--- config.mk ---
export PLATFORM = sky130hd
export DESIGN_NAME = demux_memoria_8bits
export DESIGN_NICKNAME = d
export VERILOG_FILES = /design/src/rtl/demux_pkg.sv /design/src/rtl/fifo_lane.sv /design/src/rtl/demux_memoria_8bits.sv
export SDC_FILE = /design/constraint.sdc
export NUM_CORES = 1
export LEC_CHECK = 0
export BUFFER_PORTS_ARGS = -buffer_cell sky130_fd_sc_hd__buf_2
export CORE_UTILIZATION = 58
export CTS_BUF_LIST = sky130_fd_sc_hd__clkbuf_8 sky130_fd_sc_hd__clkbuf_16
export DETAILED_ROUTE_END_ITERATION = 10
export PLACE_DENSITY = 0.77
export SYNTH_ARGS = -nofsm -noshare
export SYNTH_HDL_FRONTEND = slang
export SYNTH_SLANG_ARGS = --single-unit
--- constraint.sdc ---
create_clock -name clk -period 2.5 [get_ports clk]
set_clock_uncertainty 0.15 [all_clocks]
set_input_delay 0.5 -clock clk [delete_from_list [all_inputs] [get_ports clk]]
set_output_delay 0.5 -clock clk [all_outputs]
set_load 0.02 [all_outputs]
--- src/rtl/demux_pkg.sv ---
// demux_pkg: shared defaults for the byte demultiplexer and its lane FIFOs.
//   DATA_W_DEF     - default byte width
//   FIFO_DEPTH_DEF - default entries per lane FIFO (power of two, >= 2)
//   LANE0 / LANE1  - lane index values carried by lane_sel
package demux_pkg;
  localparam int   DATA_W_DEF     = 8;
  localparam int   FIFO_DEPTH_DEF = 4;
  localparam logic LANE0          = 1'b0;
  localparam logic LANE1          = 1'b1;
endpackage

--- src/rtl/fifo_lane.sv ---
// fifo_lane: synchronous first-word-fall-through FIFO for one demux lane.
//   clk, Reset  - rising-edge clock, synchronous active-high reset
//   push, pop   - write data_in / remove head (pop on empty is ignored)
//   data_in     - byte to enqueue
//   data_out    - head byte, forced to 0 while empty
//   not_empty   - at least one entry held
//   full        - DEPTH entries held
//   drop        - this cycle's push is rejected (full, no pop)
module fifo_lane
  import demux_pkg::*;
#(
  parameter int DATA_W = DATA_W_DEF,
  parameter int DEPTH  = FIFO_DEPTH_DEF
) (
  input  logic              clk,
  input  logic              Reset,
  input  logic              push,
  input  logic              pop,
  input  logic [DATA_W-1:0] data_in,
  output logic [DATA_W-1:0] data_out,
  output logic              not_empty,
  output logic              full,
  output logic              drop
);
  localparam int AW = $clog2(DEPTH);

  logic [DATA_W-1:0] mem [DEPTH];
  logic [AW-1:0]     wr_ptr, rd_ptr;
  logic [AW:0]       count;
  logic              pop_ok, push_ok;

  // Status comes from the registered occupancy only.
  assign not_empty = (count != '0);
  assign full      = (count == (AW+1)'(DEPTH));

  // A pop frees the slot the same cycle, so a full lane can still accept.
  assign pop_ok  = pop & not_empty;
  assign push_ok = push & (~full | pop_ok);
  assign drop    = push & full & ~pop_ok;

  assign data_out = not_empty ? mem[rd_ptr] : '0;

  // Storage carries no reset; data_out masks stale entries.
  always_ff @(posedge clk) begin
    if (push_ok) mem[wr_ptr] <= data_in;
  end

  always_ff @(posedge clk) begin
    if (Reset) begin
      wr_ptr <= '0;
      rd_ptr <= '0;
      count  <= '0;
    end else begin
      if (push_ok) wr_ptr <= wr_ptr + AW'(1);
      if (pop_ok)  rd_ptr <= rd_ptr + AW'(1);
      case ({push_ok, pop_ok})
        2'b10:   count <= count + (AW+1)'(1);
        2'b01:   count <= count - (AW+1)'(1);
        default: count <= count;
      endcase
    end
  end
endmodule

--- src/rtl/demux_memoria_8bits.sv ---
// demux_memoria_8bits: splits an interleaved byte stream into two FWFT lanes.
// Optional feature macro: DEMUX_OVF_CNT_EN adds the ovf_cnt dropped-byte counter.
//   clk, Reset      - rising-edge clock, synchronous active-high reset
//   valid_in        - data_in carries a byte this cycle
//   data_in         - byte stream from upstream 2:1 mux
//   pop0 / pop1     - consumer takes head of lane 0 / lane 1
//   out0 / out1     - head byte of each lane (0 when empty)
//   valid0 / valid1 - lane non-empty
//   full0 / full1   - lane holds FIFO_DEPTH entries
//   lane_sel        - lane receiving the next valid byte
//   ovf_cnt         - saturating dropped-byte count (DEMUX_OVF_CNT_EN only)
module demux_memoria_8bits
  import demux_pkg::*;
#(
  parameter int DATA_W     = DATA_W_DEF,
  parameter int FIFO_DEPTH = FIFO_DEPTH_DEF
) (
  input  logic              clk,
  input  logic              Reset,
  input  logic              valid_in,
  input  logic [DATA_W-1:0] data_in,
  input  logic              pop0,
  input  logic              pop1,
  output logic [DATA_W-1:0] out0,
  output logic [DATA_W-1:0] out1,
  output logic              valid0,
  output logic              valid1,
  output logic              full0,
  output logic              full1,
  output logic              lane_sel
`ifdef DEMUX_OVF_CNT_EN
  ,
  output logic [7:0]        ovf_cnt
`endif
);
  logic push0, push1, drop0, drop1;

  assign push0 = valid_in & (lane_sel == LANE0);
  assign push1 = valid_in & (lane_sel == LANE1);

  // lane_sel toggles on every valid byte, dropped or not, so the two lanes
  // stay aligned with the upstream interleave.
  always_ff @(posedge clk) begin
    if (Reset)         lane_sel <= LANE0;
    else if (valid_in) lane_sel <= ~lane_sel;
  end

  fifo_lane #(.DATA_W(DATA_W), .DEPTH(FIFO_DEPTH)) u_lane0 (
    .clk(clk), .Reset(Reset), .push(push0), .pop(pop0), .data_in(data_in),
    .data_out(out0), .not_empty(valid0), .full(full0), .drop(drop0)
  );

  fifo_lane #(.DATA_W(DATA_W), .DEPTH(FIFO_DEPTH)) u_lane1 (
    .clk(clk), .Reset(Reset), .push(push1), .pop(pop1), .data_in(data_in),
    .data_out(out1), .not_empty(valid1), .full(full1), .drop(drop1)
  );

`ifdef DEMUX_OVF_CNT_EN
  // Only one lane is pushed per cycle, so at most one drop per cycle.
  always_ff @(posedge clk) begin
    if (Reset)                                     ovf_cnt <= '0;
    else if ((drop0 | drop1) && ovf_cnt != 8'hFF)  ovf_cnt <= ovf_cnt + 8'd1;
  end
`else
  logic drops_unused;
  assign drops_unused = drop0 | drop1;
`endif
endmodule

==> results.cfg <==
[floorplanning]
die_w_um = 79.0
die_y_um = 79.0
ioPinCount = 34
rows = 27
start_util = 0.613
core_area_sq_um = 5610
dieArea_sq_um = 6240

[logic_synthesis]
synthesis.nets = 236
avgSynthCellArea_sq_um = 16.2
ys_types = 37
ys_seq_elements = 83
yosys_warnings = 0
synth_ff_type = edfxtp_1
syn-cell-area_sq_um = 3440
synth_edf_count = 64
async_flop_share = 0
synth_cells = 212
synth_seq_area_share = 0.670

[worst_setup_path]
cp-start-kind = flop
worst_path_max_delay_cell = mux4_2
reg2reg_depth = 9
cp.arrival_ns = 1.76
crit_buf_inv = 2
worstReg2RegStart = u_lane0.count[2]$_SDFFE_PP0P_
path_delay_family = multiplexers
end_kind = output port
reg2reg_slack_ns = 0.28
cp_max_fo = 6
r2r-end = u_lane0.count[2]$_SDFFE_PP0P_
crit_path_max_incr_delay_ns = 0.49
path_class = reg2out
path_cells = buf_12, mux4_2, and2_1, buf_2
cp_data_required_time_ns = 1.85

[drt]
routedWlPerCell_um = 16.6
drtAntennaViolNets = 0
num_vias = 1780
first_iter_violations = 163
drcViolationCount = 0
first_pass_iters = 4
viasPerCell = 5.41
drt_wl_total_um = 5460

[power]
total_power_mw = 3.83
ir_drop_uv = 492
switching_share = 0.308
pwr-share-seq = 0.445
leakage_nw = 1.42
switching_power_mw = 1.18
power_density_nw_per_um2 = 983
p_int_mw = 2.65
pwr-share-clk = 0.241
comb_power_share = 0.315

[clocking]
clock_sinks = 83
cts.reportedPaths.clkPinSlew_ns = 0.07
cts_setup_buffers = 0
clk_latency_ns = 0.33
htree_levels = 3
cts-root-buf = clkbuf_8
cts_tree = built
cts_buffers = 9
cts_buffer_depth = 2
cts_resized = 0
hold_buffers = 0

[place]
placed_area_sq_um = 3690
port_buffers = 33
dpl.cell_count = 313
place_hpwl_um = 3700
gp_congestion = 0.676

[min_path]
holdCritStartpoint = data_in[0]
hp-class = in2reg
worstHoldPathCells = 1
hold_path_end = u_lane0.mem[2][0]$_DFFE_PP_

[global_routing]
grt-ovfl-total = 0
grt_max_degree = 18
grt_pass1_wl_um = 9060
grt_pass1_vias = 1809
grtUsageTotal = 0.202
antenna_found_initial = 0

[cells_and_area]
drive_above_1_share = 0.284
final_common_cell = edfxtp_1
design_area_sq_um = 3890
area_growth_pct = 13.3
final_nets = 276
final-instance-count-excl-fill = 329
layout_common_cells = edfxtp_1 (64), buf_2 (33), and2_1 (24), dfxtp_1 (19)
n_fill_cell = 385
antenna-diode-count = 0

[sta]
hold_violations = 0
slew_headroom = 0.696
fin_crit_ns = 2.41
finalSetupViolations = 0
worst_slew_pin_slew_ns = 0.456
drv_slew = 0
rsz0062_at_grt = no
tns_ns = 0
fmax_mhz = 414
min_period_over_period = 0.966

[flow_run]
max_cap_viol_count = 0

[outcome]
outcome = finished, final reports clean
## worst reg2reg max path: cells and delay by family, from the launching register on
| kind | cells | cell delay, ns |
|---|---|---|
| AO/OA/AOI/OAI | 2 | 0.27 |
| flip-flops | 1 | 0.37 |
| adder cells (fa/ha/maj) | 2 | 0.54 |
| XOR/XNOR | 1 | 0.16 |
| AND/OR/NAND/NOR | 2 | 0.54 |
| buffers and inverters | 2 | 0.13 |
## through the flow
step	worst slack, ns	hold slack, ns	util
finish	0.0856	0.294	0.694
detailed placement	0.172	0.344	0.659
global placement	0.235	0.335	0.659
CTS	0.0532	0.288	0.694
floorplan	0.139	0.311	-
global route	0.00431	0.290	0.694
## power by group through the flow
stage / clock network (mW) / registers, mW / logic [mW]
global route: 1.00 / 1.72 / 1.33
floorplan: 0 / 1.69 / 0.913
CTS: 0.938 / 1.70 / 1.22
detailed placement: 0 / 1.73 / 1.22
finish: 0.921 / 1.70 / 1.20
global placement: 0 / 1.73 / 1.20
## routing by layer
layer	part of all wire	wire length (um)	vias to the layer above	global-route usage
li1	-	-	856	-
met1	0.45	2470	872	0.278
met2	0.50	2720	50	0.313
met3	0.042	232	2	0.0322
met4	0.0073	40	0	0.104
met5	0	0	-	0
## state kept, by name, summed over array words and instances (netlist names), named ones only
signal / cells
u_lane1.mem: 32
u_lane0.rd_ptr: 2
u_lane0.wr_ptr: 2
lane_sel: 1
u_lane0.mem: 32
u_lane1.wr_ptr: 2
u_lane1.count: 3
u_lane1.rd_ptr: 2
u_lane0.count: 3
## cells in the mapped netlist, types with 3 or more instances
cell type | number | area (sq um)
xnor2_1 | 4 | 35.0
a21oi_1 | 5 | 25.0
mux4_2 | 16 | 360
inv_1 | 12 | 45.0
edfxtp_1 | 64 | 1920
ha_1 | 9 | 113
xor2_1 | 5 | 43.8
clkbuf_1 | 4 | 15.0
nand3_1 | 4 | 20.0
dfxtp_1 | 19 | 380
and2_1 | 24 | 150
nor2_1 | 14 | 52.6
or3_1 | 3 | 18.8
## cells by family (layout without fill, tap and decap cells)
family	after synthesis	after routing	share of synthesized area
adder cells (fa/ha/maj)	11	11	0.0444
buffers and inverters	20	65	0.0262
AO/OA/AOI/OAI	14	14	0.0320
flip-flops	83	83	0.670
AND/OR/NAND/NOR	58	58	0.0968
XOR/XNOR	9	9	0.0229
multiplexers	17	17	0.108
## cell type report
cell class                      instances  area [sq um]  share of cell area
Timing Repair Buffer                   37           208              0.0533
Clock buffer                           10           149              0.0382
Tap cell                               72          90.1              0.0231
Clock inverter                          6          50.0              0.0129
Sequential cell                        83          2300               0.591
Inverter                               12          45.0              0.0116
Multi-Input combinational cell        109          1050               0.270
## worst max-delay path by stage
stage	startpoint	to	cells after the start
floorplan	u_lane1.count[0]$_SDFFE_PP0P_	u_lane1.count[2]$_SDFFE_PP0P_	8
global placement	valid_in	u_lane0.count[2]$_SDFFE_PP0P_	10
detailed placement	valid_in	u_lane0.count[2]$_SDFFE_PP0P_	10
CTS	flop	out0[0]	4
global route	flop	out0[4]	4
finish	flop	out0[4]	4
Power figures use the tool's default switching activity.
